**src/rtl/seq_pkg.sv**
```systemverilog
// Shared definitions for the serial sequence family (transmitter and detectors).
//   STATE_W / state_t  : FSM state register width and type
//   ST_*               : FSM state encodings (IDLE/SHIFT/GAP/DONE)
//   SEQ_DEFAULT_PAT    : pattern sent when a request carries an all-zero pattern
package seq_pkg;

    localparam int unsigned STATE_W = 2;

    typedef logic [STATE_W-1:0] state_t;

    localparam state_t ST_IDLE  = 2'd0;
    localparam state_t ST_SHIFT = 2'd1;
    localparam state_t ST_GAP   = 2'd2;
    localparam state_t ST_DONE  = 2'd3;

    localparam logic [2:0] SEQ_DEFAULT_PAT = 3'b101;

endpackage

```
**src/rtl/seq_pattern_tx.sv**
```systemverilog
// Serial pattern transmitter: accepts a pattern and repeat count over a
// valid/ready handshake and shifts it out MSB-first, repeated, with zero gap
// bits between repeats.
//   clk, reset        : clock (rising edge), async active-high reset
//   req_valid/ready   : request handshake; ready only in IDLE
//   pat_in, rep_in    : pattern (0 -> DEFAULT_PAT) and repeat count (0 -> 1)
//   tx_bit, tx_en     : serial data and pattern-bit qualifier
//   busy, done        : not-idle flag, one-cycle completion pulse
//   frame_cnt         : completed patterns since reset (wraps)
module seq_pattern_tx
    import seq_pkg::*;
#(
    parameter int unsigned       PAT_W       = 3,
    parameter logic [PAT_W-1:0]  DEFAULT_PAT = PAT_W'(SEQ_DEFAULT_PAT),
    parameter int unsigned       GAP_CYCLES  = 1,
    parameter int unsigned       REP_W       = 4,
    parameter int unsigned       CNT_W       = 8
) (
    input  logic             clk,
    input  logic             reset,
    input  logic             req_valid,
    output logic             req_ready,
    input  logic [PAT_W-1:0] pat_in,
    input  logic [REP_W-1:0] rep_in,
    output logic             tx_bit,
    output logic             tx_en,
    output logic             busy,
    output logic             done,
    output logic [CNT_W-1:0] frame_cnt
);

    localparam int unsigned BIT_W    = $clog2(PAT_W);
    localparam int unsigned GAP_W    = (GAP_CYCLES > 1) ? $clog2(GAP_CYCLES) : 1;
    localparam int unsigned GAP_LAST = (GAP_CYCLES > 0) ? GAP_CYCLES - 1 : 0;
    localparam logic [BIT_W-1:0] BIT_LAST = BIT_W'(PAT_W - 1);

    state_t             state_q,  state_d;
    logic [PAT_W-1:0]   shift_q,  shift_d;
    logic [PAT_W-1:0]   pat_q,    pat_d;
    logic [BIT_W-1:0]   bit_q,    bit_d;
    logic [REP_W-1:0]   reps_q,   reps_d;
    logic [GAP_W-1:0]   gap_q,    gap_d;
    logic [CNT_W-1:0]   frame_d;
    logic               tx_bit_d, tx_en_d, busy_d, done_d, ready_d;

    // Next-state and next-output logic; outputs are decoded from the next
    // state so that the registered outputs line up with the registered state.
    always_comb begin
        state_d = state_q;
        shift_d = shift_q;
        pat_d   = pat_q;
        bit_d   = bit_q;
        reps_d  = reps_q;
        gap_d   = gap_q;
        frame_d = frame_cnt;

        case (state_q)
            ST_IDLE: begin
                if (req_valid) begin
                    shift_d = (pat_in == '0) ? DEFAULT_PAT : pat_in;
                    pat_d   = (pat_in == '0) ? DEFAULT_PAT : pat_in;
                    reps_d  = (rep_in == '0) ? REP_W'(1) : rep_in;
                    bit_d   = BIT_LAST;
                    state_d = ST_SHIFT;
                end
            end
            ST_SHIFT: begin
                shift_d = {shift_q[PAT_W-2:0], 1'b0};
                bit_d   = bit_q - BIT_W'(1);
                if (bit_q == '0) begin
                    frame_d = frame_cnt + CNT_W'(1);
                    reps_d  = reps_q - REP_W'(1);
                    if (reps_q == REP_W'(1)) begin
                        state_d = ST_DONE;
                    end else if (GAP_CYCLES > 0) begin
                        gap_d   = '0;
                        state_d = ST_GAP;
                    end else begin
                        shift_d = pat_q;
                        bit_d   = BIT_LAST;
                    end
                end
            end
            ST_GAP: begin
                if (gap_q == GAP_W'(GAP_LAST)) begin
                    shift_d = pat_q;
                    bit_d   = BIT_LAST;
                    state_d = ST_SHIFT;
                end else begin
                    gap_d = gap_q + GAP_W'(1);
                end
            end
            ST_DONE: begin
                state_d = ST_IDLE;
            end
            default: begin
                state_d = ST_IDLE;
            end
        endcase

        tx_en_d  = (state_d == ST_SHIFT);
        tx_bit_d = tx_en_d & shift_d[PAT_W-1];
        busy_d   = (state_d != ST_IDLE);
        done_d   = (state_d == ST_DONE);
        ready_d  = (state_d == ST_IDLE);
    end

    // State, datapath and output registers.
    always_ff @(posedge clk or posedge reset) begin
        if (reset) begin
            state_q   <= ST_IDLE;
            shift_q   <= '0;
            pat_q     <= '0;
            bit_q     <= '0;
            reps_q    <= '0;
            gap_q     <= '0;
            frame_cnt <= '0;
            tx_bit    <= 1'b0;
            tx_en     <= 1'b0;
            busy      <= 1'b0;
            done      <= 1'b0;
            req_ready <= 1'b1;
        end else begin
            state_q   <= state_d;
            shift_q   <= shift_d;
            pat_q     <= pat_d;
            bit_q     <= bit_d;
            reps_q    <= reps_d;
            gap_q     <= gap_d;
            frame_cnt <= frame_d;
            tx_bit    <= tx_bit_d;
            tx_en     <= tx_en_d;
            busy      <= busy_d;
            done      <= done_d;
            req_ready <= ready_d;
        end
    end

endmodule

```
**config.mk**
```make
export PLATFORM = sky130hd
export DESIGN_NAME = seq_pattern_tx
export DESIGN_NICKNAME = d
export VERILOG_FILES = /design/src/rtl/seq_pkg.sv /design/src/rtl/seq_pattern_tx.sv
export SDC_FILE = /design/constraint.sdc
export NUM_CORES = 1
export LEC_CHECK = 0
export CORE_MARGIN = 4
export CORE_UTILIZATION = 45
export CTS_CLUSTER_SIZE = 20
export DETAILED_ROUTE_END_ITERATION = 8
export GPL_TIMING_DRIVEN = 0
export PLACE_DENSITY = 0.69
export SLEW_MARGIN = 20
export SYNTH_ARGS = -nofsm -noshare
export SYNTH_HDL_FRONTEND = slang
export SYNTH_SLANG_ARGS = --single-unit
```
**constraint.sdc**
```tcl
create_clock -name clk -period 3.4 [get_ports clk]
set_input_delay 0.68 -clock clk [delete_from_list [all_inputs] [get_ports clk]]
set_output_delay 0.68 -clock clk [all_outputs]
set_load 0.02 [all_outputs]
```
## Word level (Yosys, flattened, before mapping)

Index checks and enable logic that the tools add are counted.

| word-level totals | value |
|---|---|
| logic and storage cells | 62 |
| register bits after elaboration | 28 |
| input bits | 10 |

| cells by class | value |
|---|---|
| bitwise logic cells | 1 |
| add/subtract/negate cells | 4 |
| reductions and logical operators | 14 |
| muxes and demuxes | 20 |
| eq/ne operators | 10 |

Operators by type and width:

| cell | number |
|---|---|
| two-way mux 4 bit | 3 |
| two-way mux 2 bit | 5 |
| two-way mux 3 bit | 3 |
| one-hot mux 3 bit (3 select lines) | 1 |
| AND reduction 3 bit | 3 |
| adder 8 x 1 -> 8 bit (second input constant) | 1 |
| inequality test 2 bit (second input constant) | 4 |
| one-hot mux 2 bit (4 select lines) | 1 |
| one-hot mux 4 bit (2 select lines) | 1 |
| equality test 2 bit (second input constant) | 3 |
| zero test 2 bit | 3 |
| one-hot mux 2 bit (3 select lines) | 1 |
| nonzero test 2 bit | 3 |
| equality test 2 x 1 -> 1 bit (second input constant) | 2 |
| equality test 4 x 1 -> 1 bit (second input constant) | 1 |
| zero test 4 bit | 1 |
| two-way mux 1 bit | 4 |
| AND reduction 2 bit | 2 |
| subtractor 4 x 1 -> 4 bit (second input constant) | 1 |
| zero test 3 bit | 1 |
| nonzero test 3 bit | 1 |
| one-hot mux 1 bit (2 select lines) | 1 |
| subtractor 2 x 1 -> 2 bit (second input constant) | 1 |
| adder 1 bit (second input constant) | 1 |
| bitwise AND 1 bit | 1 |

## Logic depth before layout (Yosys ltp)

| depth | value |
|---|---|
| word-level depth | 6 |
| gate-level depth with buffers | 5 |

## Worst setup path before layout

Ideal clock, no wire load.

| timing path | value |
|---|---|
| kind | input to register |
| start | input pat_in[0] |
| end | register shift_q[2] |
| buffers on the path | 0 |
| setup slack | 1.936 ns |
| required time | 3.336 ns |
| stages | 3 |
| data arrival time | 1.401 ns |
| setup time | 0.064 ns |
| path through | o21ba_2 -> a2111oi_2 -> or2_2 |

| between the ends | value |
|---|---|
| cells in the longest elaborated chain, start to end | 4 |

Ends and longest elaborated chain:

| item | line | text |
|---|---|---|
| from (decl) | seq_pattern_tx.sv:23 | `input logic [PAT_W-1:0] pat_in,` |
| zero test 3 bit | seq_pattern_tx.sv:60 | `shift_d = (pat_in == '0) ? DEFAULT_PAT : pat_in;` |
| two-way mux 3 bit | seq_pattern_tx.sv:60 |  |
| two-way mux 3 bit | seq_pattern_tx.sv:59 | `if (req_valid) begin` |
| one-hot mux 3 bit (3 select lines) | seq_pattern_tx.sv:57 | `case (state_q)` |
| net shift_d[2] | seq_pattern_tx.sv:38 | `logic [PAT_W-1:0] shift_q, shift_d;` |
| to (signal assigned) | seq_pattern_tx.sv:125 | `shift_q <= shift_d;` |
| to (decl) | seq_pattern_tx.sv:38 |  |

The timed path passes the listed nets, and every way through them passes these cells. The select of a mux whose other input is x is not followed.
A chain may end at the register's enable or synchronous reset.

## Worst setup path after layout

| timing path | value |
|---|---|
| start | register req_ready |
| end | output req_ready |

RTL lines:

| item | line | text |
|---|---|---|
| from (decl) | seq_pattern_tx.sv:22 | `output logic req_ready,` |
| from (signal assigned) | seq_pattern_tx.sv:135 | `req_ready <= ready_d;` |

No word-level cell between the ends.

==> results by group <==
Outcome
  • Outcome: finished, final reports clean

Drt
  • Met1 Routed Length: around 1.2 mm
  • Met3 Wirelength: 124 um
  • Total Wirelength: roughly 2.7 mm
  • Via count: ~980
  • DR vias/cell: roughly 5.5
  • DRC errors left: 0
  • Drt first pass iters: 4
  • DR WL/cell: roughly 15 um
  • 1st-iter DRT viols: 60
  • Top layer reached by signal wires: met4
  • Final antenna-violating net count: 0
  • WL met2: 1.34 mm

Pwr
  • P_int: 841 uW
  • Pwr dens: 850 nW/um2
  • Switch share: 39.6%
  • Gate power share: 50.8%
  • Clock Power Share: 9.9%
  • LEAKAGE: 0.000730 uW
  • Switching power: 550 uW
  • Maximum VDD drop: 417 uV
  • Reg power frac: between 30% and 40%

STA
  • Layout Skew: around 0.0042 ns
  • Rel. slew slack: 62.6%
  • RSZ-0062 raised after global routing: no
  • Final hold violation count: 0
  • Period utilization: 62.5%
  • Setup violators final: 0
  • Post-route setup TNS: 0 ns
  • Worst Hold Margin: 0.484 ns
  • Slew @ Worst Pin: roughly 0.56 ns
  • Fmax: 471 MHz
  • Slew Limit Fails: 0
  • Final Critical Period: about 2.1 ns

Setup path
  • Cells along the critical path: clkdlybuf4s50_1
  • Crit path from: req_ready
  • Bufs and invs on worst path: 1
  • Critical Path AT: 1.44 ns
  • Crit. End Element: output pin
  • FF-to-FF End: reps_q[1]
  • CP max stage delay: 0.59 ns
  • R2R Setup Slk: around 1.9 ns
  • CP Launch Type: flop
  • Stages on worst setup path: 1
  • Critical path class: reg2out
  • Top delay family on crit path: buffers and inverters
  • Slowest stage cell on the critical path: clkdlybuf4s50_1
  • WP data required: ~2.7 ns
  • Worst R2R Path Depth: 5
  • Worst Path Max Fanout: 1
  • R2R Path Start: bit_q[0]
  • CP endpoint: req_ready

Final layout
  • Finished Cell Area: around 1600 um2
  • Sequential cell area: 677 um2
  • Nets@finish: 163
  • Multi-input gate area: 597 um2
  • Layout area overhead: 21.1%
  • Ant diodes: 0
  • Most frequent cells in the layout: 26 x dfrtp_1, 22 x clkdlybuf4s50_1, 9 x inv_1
  • Share of cells above drive strength 1: 14.9%
  • Commonest non-fill, non-tap cell in the layout: dfrtp_1
  • Fillers: 249

Die
  • Initial core utilization: approximately half
  • I/O Pins: 23
  • Die Y: 62.8 um
  • FP Rows: 19
  • Die width: 62.8 um
  • Die outline area: 3940 um2
  • CORE AREA: ~2800 um2

Place
  • Cell Area, Placed: 1610 um2
  • Final Wtd Congestion: 0.774
  • # port buffers: 22
  • Detailed Place HPWL: roughly 2.0 mm

Clocking
  • Post-CTS Setup Bufs: 0
  • CTS clk-pin slew, worst paths: 0.14 ns
  • Resized cells post-CTS: 0
  • CTS tree: yes
  • Root buffer cell: clkbuf_4
  • Cts bufs inserted: 3
  • Insertion delay to the later sink of the worst-skew pair: 0.32 ns
  • Hold-fix buffers, CTS: 0
  • Htree depth: 1
  • # clock sinks: 27
  • Longest Clk Path Bufs: 2

Flow run
  • Max_cap viols: 0

Synth
  • Number of synthesized flops with an enable pin: 0
  • Synth Register Bits: 27
  • Netlist Area Pre-Place: 1350 um2
  • Predominant post-synthesis flop cell: dfrtp_1
  • Post-synth top area share: 48.1%
  • Post-synthesis sequential area ratio: between 50% and 60%
  • Distinct cells, synth: 45
  • Asr flop ratio synth: 100%
  • Top cells by area, synth: dfrtp_1 48%, ha_1 3.7%, xor2_1 3.2%
  • Yosys top cell by area: dfrtp_1
  • Syn avg cell area: roughly 11 um2
  • Syn. warnings: 0
  • Syn Inst Count: 122
  • Syn Nets: 136

GRT
  • Initial antenna violation count: 0
  • All-layer global routing usage: 15.7%
  • First-pass GRT wire length: 4.95 mm
  • Via count of the first global-routing pass: 1054
  • Largest net degree at the start of global routing: 28
  • Total grt overflow: 0

Hold path
  • Hold Path Stages: 1
  • Worst Hold Class: reg2reg
synth_stat cells (all sizes together), types with 2 or more instances:
cell type,n
a21oi,4
o21ai,5
buf,5
nand3b,3
inv,10
nor2b,2
xor2,5
and3,2
dfrtp,26
nor2,9
mux2i,4
xnor2,3
nand4,2
mux2,3
nand2,3
ha,4
a211oi,2
nor3,4
a2bb2oi,3
nor3b,4
nand3,3
per-stage QoR:
stage               instances  worst slack (ns)  utilization (%)  power (uW)
global route              179              1.23             58.3        1510
finish                    179              1.28             58.3        1390
CTS                       179              1.26             58.3        1400
floorplan                 122              1.94                -        1040
detailed placement        175              1.32             57.4        1260
global placement          175              1.35             57.4        1240
worst min-delay path by stage:
| stage | end | start |
|---|---|---|
| detailed placement | frame_cnt[7] | frame_cnt[7] |
| finish | frame_cnt[7] | frame_cnt[7] |
| floorplan | pat_q[1] | pat_q[1] |
| CTS | frame_cnt[7] | frame_cnt[7] |
| global route | frame_cnt[7] | frame_cnt[7] |
| global placement | frame_cnt[7] | frame_cnt[7] |
final cells by class:
class	instances	area share, %
timing repair buffer	22	13.5
tap	31	2.37
buffer	5	2.45
sequential	27	41.4
inverter	10	2.29
multi-input combinational	80	36.5
clock buffer	4	1.61
registers in the layout, summed over array words and instances (netlist names):
signal     cells
reps_q         4
bit_q          2
tx_en          1
frame_cnt      8
busy           1
req_ready      1
pat_q          3
shift_q        3
done           1
state_q        2
tx_bit         1
layer usage:
metal	up-vias	global-route usage [%]
li1	482	-
met1	476	19.3
met2	21	26.1
met3	4	5.40
met4	0	4.41
met5	-	0
power by group through the flow:
| stage | Clock, uW | Sequential (uW) | Combinational, uW |
|---|---|---|---|
| global route | 154 | 567 | 792 |
| detailed placement | 0 | 552 | 711 |
| CTS | 143 | 546 | 714 |
| global placement | 0 | 549 | 690 |
| floorplan | 0 | 596 | 443 |
| finish | 138 | 547 | 707 |
kinds of logic after synthesis:
| kind of cell | count (synthesis) | synth area share, % |
|---|---|---|
| and+or+nand+nor | 37 | 16.1 |
| DFF | 27 | 50.1 |
| AOI/OAI and AO/OA | 24 | 13.7 |
| buffers and inverters | 15 | 5.74 |
| xor gates and xnor gates | 8 | 5.19 |
| muxes | 7 | 5.46 |
| adders and majority gates | 4 | 3.70 |
No activity file was read; power rests on OpenSTA's default activity.
